## src/rtl/mem_arb_pkg.sv

```systemverilog
// rtl/mem_arb_pkg.sv - state encoding, requester ids and latency limits for mem_arbiter
package mem_arb_pkg;

  localparam logic [1:0] ST_IDLE  = 2'd0;
  localparam logic [1:0] ST_ISSUE = 2'd1;
  localparam logic [1:0] ST_WAIT  = 2'd2;
  localparam logic [1:0] ST_RESP  = 2'd3;

  localparam logic ID_CPU = 1'b0;
  localparam logic ID_DBG = 1'b1;

  localparam int LAT_MIN = 1;
  localparam int LAT_MAX = 15;
  localparam int CNT_W   = 4;

  // Clamp the latency parameter into the counter's legal range.
  function automatic logic [CNT_W-1:0] lat_to_cnt(input int lat);
    if (lat < LAT_MIN) return CNT_W'(LAT_MIN);
    if (lat > LAT_MAX) return CNT_W'(LAT_MAX);
    return CNT_W'(lat);
  endfunction

endpackage

```

## src/rtl/rr_arb2.sv

```systemverilog
// rtl/rr_arb2.sv - two-way winner pick with last-grant pointer
// MEM_ARB_CPU_PRIORITY_EN: cpu wins every tie instead of alternating.
module rr_arb2
  import mem_arb_pkg::*;
(
  input  logic clk,
  input  logic reset,
  input  logic req_cpu,
  input  logic req_dbg,
  input  logic take,
  output logic any_req,
  output logic win_id
);

  logic last_q, last_d;

  always_comb begin
    any_req = req_cpu | req_dbg;
    if (req_cpu && req_dbg) begin
`ifdef MEM_ARB_CPU_PRIORITY_EN
      win_id = ID_CPU;
`else
      win_id = (last_q == ID_CPU) ? ID_DBG : ID_CPU;
`endif
    end else begin
      win_id = req_cpu ? ID_CPU : ID_DBG;
    end
    last_d = (take && any_req) ? win_id : last_q;
  end

  // Pointer resets to dbg so the first tie after reset goes to cpu.
  always_ff @(posedge clk or posedge reset) begin
    if (reset) last_q <= ID_DBG;
    else       last_q <= last_d;
  end

endmodule

```

## src/rtl/mem_arbiter.sv

```systemverilog
// rtl/mem_arbiter.sv - cpu/dbg arbiter in front of a single-port fixed-latency memory
// MEM_ARB_CPU_PRIORITY_EN selects fixed cpu priority in rr_arb2.
module mem_arbiter
  import mem_arb_pkg::*;
#(
  parameter int AW  = 32,
  parameter int DW  = 32,
  parameter int LAT = 1
) (
  input  logic          clk,
  input  logic          reset,
  input  logic          cpu_req,
  input  logic          cpu_we,
  input  logic [AW-1:0] cpu_addr,
  input  logic [DW-1:0] cpu_wdata,
  output logic [DW-1:0] cpu_rdata,
  output logic          cpu_ready,
  input  logic          dbg_req,
  input  logic          dbg_we,
  input  logic [AW-1:0] dbg_addr,
  input  logic [DW-1:0] dbg_wdata,
  output logic [DW-1:0] dbg_rdata,
  output logic          dbg_ready,
  output logic          mem_en,
  output logic          mem_we,
  output logic [AW-1:0] mem_addr,
  output logic [DW-1:0] mem_wdata,
  input  logic [DW-1:0] mem_rdata,
  output logic          gnt_id
);

  localparam logic [CNT_W-1:0] LAT_CNT = lat_to_cnt(LAT);

  logic [1:0]       state_q, state_d;
  logic [CNT_W-1:0] cnt_q, cnt_d;
  logic             id_q, id_d;
  logic             we_q, we_d;
  logic [AW-1:0]    addr_q, addr_d;
  logic [DW-1:0]    wdata_q, wdata_d;
  logic [DW-1:0]    cpu_rdata_q, cpu_rdata_d;
  logic [DW-1:0]    dbg_rdata_q, dbg_rdata_d;
  logic             any_req, win_id, take;

  assign take = (state_q == ST_IDLE);

  rr_arb2 u_arb (
    .clk     (clk),
    .reset   (reset),
    .req_cpu (cpu_req),
    .req_dbg (dbg_req),
    .take    (take),
    .any_req (any_req),
    .win_id  (win_id)
  );

  always_comb begin
    state_d     = state_q;
    cnt_d       = cnt_q;
    id_d        = id_q;
    we_d        = we_q;
    addr_d      = addr_q;
    wdata_d     = wdata_q;
    cpu_rdata_d = cpu_rdata_q;
    dbg_rdata_d = dbg_rdata_q;
    case (state_q)
      ST_IDLE: begin
        if (any_req) begin
          state_d = ST_ISSUE;
          id_d    = win_id;
          we_d    = (win_id == ID_DBG) ? dbg_we    : cpu_we;
          addr_d  = (win_id == ID_DBG) ? dbg_addr  : cpu_addr;
          wdata_d = (win_id == ID_DBG) ? dbg_wdata : cpu_wdata;
        end
      end
      ST_ISSUE: begin
        cnt_d   = LAT_CNT;
        state_d = ST_WAIT;
      end
      ST_WAIT: begin
        cnt_d = cnt_q - CNT_W'(1);
        // Last wait cycle is exactly LAT cycles after mem_en: read data is valid now.
        if (cnt_q <= CNT_W'(1)) begin
          state_d = ST_RESP;
          if (!we_q) begin
            if (id_q == ID_DBG) dbg_rdata_d = mem_rdata;
            else                cpu_rdata_d = mem_rdata;
          end
        end
      end
      ST_RESP: state_d = ST_IDLE;
      default: state_d = ST_IDLE;
    endcase
  end

  always_ff @(posedge clk or posedge reset) begin
    if (reset) begin
      state_q     <= ST_IDLE;
      cnt_q       <= '0;
      id_q        <= ID_CPU;
      we_q        <= 1'b0;
      addr_q      <= '0;
      wdata_q     <= '0;
      cpu_rdata_q <= '0;
      dbg_rdata_q <= '0;
    end else begin
      state_q     <= state_d;
      cnt_q       <= cnt_d;
      id_q        <= id_d;
      we_q        <= we_d;
      addr_q      <= addr_d;
      wdata_q     <= wdata_d;
      cpu_rdata_q <= cpu_rdata_d;
      dbg_rdata_q <= dbg_rdata_d;
    end
  end

  assign mem_en    = (state_q == ST_ISSUE);
  assign mem_we    = (state_q == ST_ISSUE) && we_q;
  assign mem_addr  = addr_q;
  assign mem_wdata = wdata_q;
  assign gnt_id    = id_q;
  assign cpu_ready = (state_q == ST_RESP) && (id_q == ID_CPU);
  assign dbg_ready = (state_q == ST_RESP) && (id_q == ID_DBG);
  assign cpu_rdata = cpu_rdata_q;
  assign dbg_rdata = dbg_rdata_q;

endmodule

```

## config.mk

```make
export PLATFORM = sky130hd
export DESIGN_NAME = mem_arbiter
export DESIGN_NICKNAME = d
export VERILOG_FILES = /design/src/rtl/mem_arb_pkg.sv /design/src/rtl/rr_arb2.sv /design/src/rtl/mem_arbiter.sv
export SDC_FILE = /design/constraint.sdc
export NUM_CORES = 1
export LEC_CHECK = 0
export ABC_AREA = 1
export CAP_MARGIN = 20
export CELL_PAD_IN_SITES_DETAIL_PLACEMENT = 0
export CELL_PAD_IN_SITES_GLOBAL_PLACEMENT = 2
export CORE_MARGIN = 1
export CORE_UTILIZATION = 22
export CTS_CLUSTER_SIZE = 12
export DETAILED_ROUTE_END_ITERATION = 10
export PLACE_DENSITY = 0.84
export RECOVER_POWER = 100
export SETUP_SLACK_MARGIN = 0.2
export SLEW_MARGIN = 5
export SYNTH_ARGS = -nofsm -noshare
export SYNTH_HDL_FRONTEND = slang
export SYNTH_HIERARCHICAL = 1
export SYNTH_SLANG_ARGS = --single-unit
```

## constraint.sdc

```tcl
create_clock -name clk -period 5.89 [get_ports clk]
set_clock_uncertainty 0.1 [all_clocks]
set_input_delay 0.589 -clock clk [delete_from_list [all_inputs] [get_ports clk]]
set_output_delay 0.589 -clock clk [all_outputs]
set_load 0.05 [all_outputs]
```

---- Word-level counts from Yosys, hierarchy flattened ----
Cells that the tools add are included.
W data, S select, Z words.
storage, ports and cells
  word-level logic and storage cells ...... 40
  bits in latches ......................... 0
  memory bits (read-only) ................. 0
  memories ................................ 0
  flip-flop bits (word level) ............. 137
  output and inout port bits .............. 133
  memory bits (writable) .................. 0
  input bits .............................. 166
cells by class
  equality and inequality tests ........... 5
  shift-type cells ........................ 0
  bitwise logic cells ..................... 3
  $mul .................................... 0
  multiplexer cells ....................... 10
  add/subtract/negate cells ............... 1
  div/mod/pow operators ................... 0
  reductions and logical operators ........ 11
  magnitude comparators ................... 1
operators by type and width
  operator               number
  $mux W32               2
  $pmux W2 S4            1
  $pmux W4 S2            1
  $reduce_and A4 Y1      2
  $logic_and A1 B1 Y1    5
  $eq A2 B2 Y1 const B   2
  $le A4 B1 Y1 const B   1
  $mux W1                4
  $mux W2                2
  $ne A2 B2 Y1 const B   2
  $reduce_and A2 Y1      2
  $sub A4 B1 Y4 const B  1
  $eq A2 B1 Y1 const B   1
  $logic_not A2 Y1       1
  $not A1 Y1             2
  $reduce_bool A2 Y1     1
  $or A1 B1 Y1           1

---- Depth between registers and ports, before layout ----
Gate-level depths: netlist of run 1.
  depth after elaboration ................. 3
  mapped depth ............................ 9
  mapped depth without buffers ............ 9

---- Hierarchy ----
Netlist of run 1, hierarchy kept.
by module, submodules not included
  module       area an instance (sq um)  cells an instance  instances
  mem_arbiter  6,113.4                   707                1
  rr_arb2      63.8                      10                 1

---- Least setup slack after synthesis of run 1 ----
No wires, ideal clock.
  kind .................................... register -> output
  start point ............................. register state_q[1]
  end point ............................... output port mem_we
  arrival time ............................ 1.371 ns
  data required time ...................... 5.201 ns
  setup slack ............................. 3.830 ns
  cell stages (with the launch flop) ...... 5
  cell sequence ........................... dfrtp_1 > inv_1 > ha_1 > nand2_1 > inv_1
on the way
  longest elaborated chain between the ends .. 2
ends and longest elaborated chain
  what                    RTL line            source
  from (decl)             mem_arbiter.sv:34   logic [1:0] state_q, state_d;
  from (signal assigned)  mem_arbiter.sv:106  state_q <= state_d;
  $eq A2 B1 Y1            --
  via mem_en              mem_arbiter.sv:24   output logic mem_en,
  $logic_and A1 B1 Y1     mem_arbiter.sv:118  assign mem_we = (state_q == ST_ISSUE) && we_q;
  to (decl)               mem_arbiter.sv:25   output logic mem_we,
The timed path passes the listed nets, and every way through them passes these cells.

---- Final worst setup path of run 1 ----
  start point ............................. register state_q[0]
  end point ............................... register cpu_rdata_q[29] (netlist: cpu_rdata[29])
on the way
  longest elaborated chain between the ends .. 2
ends and longest elaborated chain
  what                         RTL line            source
  $eq A2 B2 Y1                 mem_arbiter.sv:65   case (state_q)
  $reduce_and A4 Y1 (no line)  --
  to (signal assigned)         mem_arbiter.sv:112  cpu_rdata_q <= cpu_rdata_d;
  to (decl)                    mem_arbiter.sv:40   logic [DW-1:0] cpu_rdata_q, cpu_rdata_d;
Every way passes these cells.
A chain may end at the register's enable or synchronous reset.

==> impl_metrics.py, run 1 <==
metrics = {
    "worst_setup_path": {
        "cp_max_fo": 37,
        "cp.required_ns": 6.08,
        "crit_chain": "inv_1 > ha_1 > clkbuf_1 > inv_2 > nor2_4 > nand3_2 > nand2_1 > nand2_1",
        "cp_top_family": "simple AND/OR/NAND/NOR gates",
        "worstRegToRegCells": 8,
        "path_common_cell": "nand2_1",
        "r2r_slack_ns": 1.67,
        "crit_arrival_ns": 4.41,
        "end_kind": "flop",
        "critPathMaxStageDelay_ns": 1.36,
        "cp.buffers_inverters": 3,
        "slowest_stage": "clkbuf_1",
        "worst-path-stages": 8,
        "setup.worst_path.class": "reg -> reg",
        "cp-start-kind": "flop",
    },
    "routing": {
        "dr.pass1.iters": 4,
        "drc": 0,
        "avgViaCountPerCell": 4.43,
        "antenna_left": 0,
        "detail_route.iter0.violations": 481,
        "via_count": 6074,
        "wl_per_cell_um": 16.2,
        "drt-total-wl_um": 22300,
    },
    "power_and_ir_drop": {
        "clkPwrFrac_pct": 15.2,
        "vdd_drop_max_mv": 0.312,
        "power_frac_comb_pct": 59.2,
        "cellPowerDensity_nw_per_um2": 669,
        "p_int_mw": 3.05,
        "power.leakage_nw": 4.37,
        "swShare_pct": 53.8,
        "power.switching_mw": 3.56,
        "p_seq_share_pct": 25.6,
    },
    "sta": {
        "min_period_over_period_pct": 71.6,
        "hold_viol": 0,
        "rsz0062_at_grt": "no",
        "relSlewSlack_pct": -63.5,
        "fmax_mhz": 237,
        "fin_setup_tns_ns": 0,
        "finalSetupViolCount": 0,
        "drv_slew": 82,
        "worstMarginPinSlew_ns": 2.45,
        "whs_ns": 0.365,
        "fin_crit_ns": 4.22,
    },
    "yosys": {
        "yosysTopAreaCell": "dfrtp_1",
        "syn_area_per_cell_um2": 8.62,
        "synth_area_leaders": "dfrtp_1 55%, nand2_1 13%, a21oi_1 10%, nand4_1 6.6%, nor2_1 4.3%",
        "yosysSeqAreaShare_pct": 55.5,
        "synth_seq_cells": 137,
        "yosysTopAreaCellShare_pct": 55.1,
        "yosysWarnings": 6,
        "netlist_area_um2": 6180,
        "syn_nets": 890,
        "syn_inst": 717,
        "synth_cell_type_count": 23,
    },
    "clock_tree": {
        "root_buffer": "clkbuf_16",
        "cts_buffer_depth": 2,
        "cts.clk_slew.worst_paths_ns": 0.07,
        "cts_tree": "yes",
        "cts_buffers": 17,
        "cts.repair.resized": 0,
        "post_cts_buffers": 0,
        "clk_latency_ns": 0.40,
        "htreeDepth": 4,
        "holdBufCountCts": 0,
        "cts.sink_count": 137,
    },
    "finish": {
        "drive_above_1_share_pct": 4.80,
        "layout_commonest_cell": "nand2_1",
        "fin_util_pct": 36.3,
        "final_cell_mix": "213 x nand2_1, 163 x clkdlybuf4s50_1, 136 x dfrtp_1",
        "antenna_cells": 0,
        "fillerInstances": 2798,
        "final_nets": 1159,
        "synthToLayoutAreaGrowth_pct": 60.0,
    },
    "status": {
        "status": "finished, violations left",
        "failed_checks": "max-capacitance violations, max-slew violations",
    },
    "global_route": {
        "grt_first_pass_wirelength_um": 34900,
        "grt_max_degree": 95,
        "antenna_found_initial": 1,
        "grt_remaining_overflow": 0,
        "first_global_vias": 6095,
        "track_usage_pct": 15.5,
    },
    "die": {
        "num_rows": 60,
        "boundaryPins": 299,
        "dieArea_um2": 28800,
        "initial_core_util_pct": 22.7,
        "core_um2": 27300,
        "die_y_um": 170,
        "dieWidth_um": 170,
    },
    "placed_design": {
        "gp_congestion": 0.775,
        "dp_hpwl_um": 14900,
        "io_buffers": 298,
    },
    "hold_path": {
        "holdPathStages": 2,
        "hold_class": "reg -> reg",
    },
    "run": {
        "max-cap-violations": 2,
    },
}
-- through the flow --
stage	total power, mW	cells	area, µm²	worst slack [ns]
4_1_cts	6.91	1371	9900	2.65
5_1_grt	7.05	1371	9880	1.27
3_5_place_dp	5.86	1339	9360	2.67
2_1_floorplan	4.50	717	6180	1.56
6_report	6.61	1371	9880	1.67
3_3_place_gp	5.83	1339	9360	2.70
-- registers in the layout, summed over array words and instances (netlist names) --
register / count
state_q: 2
dbg_rdata: 32
mem_wdata: 32
cnt_q: 4
cpu_rdata: 32
we_q: 1
gnt_id: 1
u_arb/last_q: 1
mem_addr: 32
-- cell type report --
cell class | instances | area [µm²] | area share [%]
clock inverters | 14 | 111 | 1.13
well taps | 372 | 465 | 4.71
clock buffers | 18 | 429 | 4.34
inverters | 20 | 80.1 | 0.810
flip-flops and latches | 137 | 3430 | 34.7
repair buffers | 305 | 3030 | 30.6
multi-input cells | 505 | 2340 | 23.7
-- logic make-up (layout without fill, tap and decap cells) --
logic type	after synthesis	count (layout)	share of synthesized area (%)
adders and majority gates	7	7	1.42
and+or+nand+nor	362	362	25.5
AOI/OAI and AO/OA	136	136	11.1
DFF	137	137	55.5
buffers and inverters	75	357	6.50
-- power groups by stage --
stage | logic, mW | clock network (mW) | registers (mW)
after floorplan | 1.23 | 0 | 3.26
after global placement | 4.10 | 0 | 1.73
after detailed placement | 4.13 | 0 | 1.73
after CTS | 4.14 | 1.05 | 1.72
after global routing | 4.20 | 1.09 | 1.75
final | 3.91 | 1.01 | 1.69
-- final timing paths --
| kind | from | endpoint |
|---|---|---|
| worst min-delay path | dbg_rdata[16]$_DFFE_PP0P_ | dbg_rdata[16]$_DFFE_PP0P_ |
| max in group asynchronous | reset | mem_wdata[10]$_DFFE_PP0P_ |
| min in group asynchronous | reset | u_arb/last_q$_DFFE_PP1P_ |
| worst min register to register | dbg_rdata[16]$_DFFE_PP0P_ | dbg_rdata[16]$_DFFE_PP0P_ |
| worst max register to register | state_q[0]$_DFFE_PP0P_ | cpu_rdata[29]$_DFFE_PP0P_ |
| worst max-delay path | state_q[0]$_DFFE_PP0P_ | cpu_rdata[29]$_DFFE_PP0P_ |
-- synth_stat cells (all sizes together) --
| cell | number |
|---|---|
| ha | 7 |
| dfrtp | 136 |
| or2 | 2 |
| buf | 42 |
| dfstp | 1 |
| inv | 20 |
| nor2 | 74 |
| nand4 | 65 |
| nand2 | 215 |
| o21ai | 4 |
| nand3 | 6 |
| a31oi | 1 |
| clkbuf | 13 |
| a21oi | 129 |
| o22ai | 2 |
-- worst min-delay path: stages, from the launching register on --
cell	delay [ns]
dfrtp_1	0.34
nand2_1	0.05
nand2_1	0.04
-- routing by layer --
| layer | vias up | track usage, % | share of wire (%) |
|---|---|---|---|
| met5 | - | 0 | 0.072 |
| met4 | 2 | 2.94 | 0.57 |
| li1 | 2939 | - | - |
| met1 | 2867 | 20.3 | 44 |
| met2 | 259 | 24.3 | 45 |
| met3 | 7 | 6.02 | 10 |
No activity file was read; power rests on OpenSTA's default activity.
==> inputs of run 2 (changes only) <==
CORE_UTILIZATION = 20   (was 22)
PLACE_DENSITY = 0.81   (was 0.84)
clock period = 3.75 ns   (was 5.89 ns; I/O delays follow)
==> impl_metrics.py, run 2 (synthesis gave the netlist of run 1 again) <==
metrics = {
    "worst_setup_path": {
        "cp-start-kind": "flop",
        "cp.required_ns": 4.00,
        "crit_arrival_ns": 2.99,
        "crit_chain": "inv_1 > ha_1 > nor2_1 > nor2_1 > clkbuf_2 > nand4_1 > nand2_1",
        "setup.worst_path.class": "reg -> reg",
        "critPathMaxStageDelay_ns": 0.99,
        "path_common_cell": "nor2_1",
        "cp_max_fo": 64,
        "slowest_stage": "clkbuf_2",
        "end_kind": "flop",
    },
    "routing": {
        "detail_route.iter0.violations": 374,
        "dr.pass1.iters": 5,
        "drt-total-wl_um": 22500,
        "avgViaCountPerCell": 4.36,
        "via_count": 6089,
        "antenna_left": 0,
        "drc": 0,
        "wl_per_cell_um": 16.1,
    },
    "sta": {
        "fmax_mhz": 366,
        "drv_slew": 74,
        "fin_setup_tns_ns": 0,
        "fin_crit_ns": 2.73,
        "finalSetupViolCount": 0,
        "rsz0062_at_grt": "no",
        "worstMarginPinSlew_ns": 1.92,
        "min_period_over_period_pct": 72.9,
        "whs_ns": 0.313,
        "hold_viol": 0,
        "relSlewSlack_pct": -28.3,
    },
    "placed_design": {
        "io_buffers": 298,
        "placed_cells": 1364,
        "gp_congestion": 0.771,
        "dp_hpwl_um": 15300,
        "dpl_cell_area_um2": 9470,
    },
    "power_and_ir_drop": {
        "power.leakage_nw": 4.41,
        "cellPowerDensity_nw_per_um2": 1050,
        "finalPower_mw": 10.5,
        "vdd_drop_max_mv": 0.483,
    },
    "finish": {
        "stdcell_area_um2": 9980,
        "drive_above_1_share_pct": 5.08,
        "final_cell_mix": "214 x nand2_1, 164 x clkdlybuf4s50_1, 136 x dfrtp_1",
        "final_nets": 1166,
        "instances_no_fill": 1395,
        "synthToLayoutAreaGrowth_pct": 61.6,
        "layout_commonest_cell": "nand2_1",
        "fillerInstances": 3134,
    },
    "clock_tree": {
        "cts_buffers": 17,
        "cts.sink_count": 137,
        "clk_latency_ns": 0.42,
        "cts.clk_slew.worst_paths_ns": 0.06,
        "cts_tree": "yes",
        "cts_buffer_depth": 2,
        "htreeDepth": 4,
        "root_buffer": "clkbuf_16",
        "cts.repair.resized": 0,
        "post_cts_buffers": 0,
        "holdBufCountCts": 0,
    },
    "global_route": {
        "track_usage_pct": 14.3,
        "antenna_found_initial": 1,
        "grt_first_pass_wirelength_um": 34800,
        "grt_max_degree": 74,
        "first_global_vias": 6040,
        "grt_remaining_overflow": 0,
    },
    "status": {
        "status": "finished, violations left",
        "failed_checks": "max-capacitance violations, max-slew violations",
    },
    "die": {
        "boundaryPins": 299,
        "dieArea_um2": 31600,
        "num_rows": 63,
        "initial_core_util_pct": 20.6,
        "die_y_um": 178,
        "dieWidth_um": 178,
        "core_um2": 30000,
    },
    "run": {
        "max-cap-violations": 2,
    },
    "hold_path": {
        "hold_class": "in -> async",
    },
}
run 2: changes by cell type in the layout (fill, tap and decap cells not counted), sizes merged:
cell,delta
bufinv,+2
inv,-7
clkinv,-1
buf,+5
diode,+1
clkbuf,+6
clkdlybuf4s50,+1
dlygate4sd3,-1
run 2: layer usage:
metal  vias up  global-route usage (%)  wire (µm)
li1       2946                       -          -
met1      2859                    18.4       9830
met2       273                    22.1      10100
met3        11                    5.81       2420
met4         0                    3.74        198
met5         -                       0          0
run 2: layout make-up:
type / instances / area [µm²] / share of cell area, %
antenna: 1 / 2.50 / 0.0251
clock buffer: 22 / 454 / 4.55
clock inverter: 8 / 98.8 / 0.990
inverter: 20 / 76.3 / 0.765
multi-input combinational: 505 / 2340 / 23.5
sequential: 137 / 3430 / 34.4
tap: 390 / 488 / 4.89
timing repair buffer: 312 / 3090 / 31.0
run 2: final timing paths:
path | startpoint | endpoint | slack [ns] | cells after the start
hold / removal | reset | state_q[0]$_DFFE_PP0P_ | 0.31 | 2
setup reg to reg | cnt_q[0]$_DFFE_PP0P_ | dbg_rdata[20]$_DFFE_PP0P_ | 1.02 | 7
hold reg to reg | dbg_rdata[11]$_DFFE_PP0P_ | dbg_rdata[11]$_DFFE_PP0P_ | 0.36 | 2
min in group clk | dbg_rdata[11]$_DFFE_PP0P_ | dbg_rdata[11]$_DFFE_PP0P_ | 0.36 | 2
max in group asynchronous | reset | mem_wdata[8]$_DFFE_PP0P_ | 1.07 | 3
setup / recovery | cnt_q[0]$_DFFE_PP0P_ | dbg_rdata[20]$_DFFE_PP0P_ | 1.02 | 7
run 2: report_power, final:
group | internal [mW] | switching (mW) | total, mW
combinational | 1.74 | 4.47 | 6.22
clock | 0.987 | 0.655 | 1.64
sequential | 2.25 | 0.412 | 2.66
total | 4.97 | 5.54 | 10.5
run 2: metrics by stage:
step	worst slack, ns	utilization [%]
floorplan	1.58	-
global placement	1.33	31.5
detailed placement	1.31	31.5
CTS	1.22	33.4
global route	0.644	33.2
finish	1.02	33.2
run 2: worst max-delay path, delay by kind of cell (launching register included):
kind | cells | cell delay, ns
and+or+nand+nor | 4 | 0.79
buffers and inverters | 2 | 1.13
DFF | 1 | 0.39
adders and majority gates | 1 | 0.24
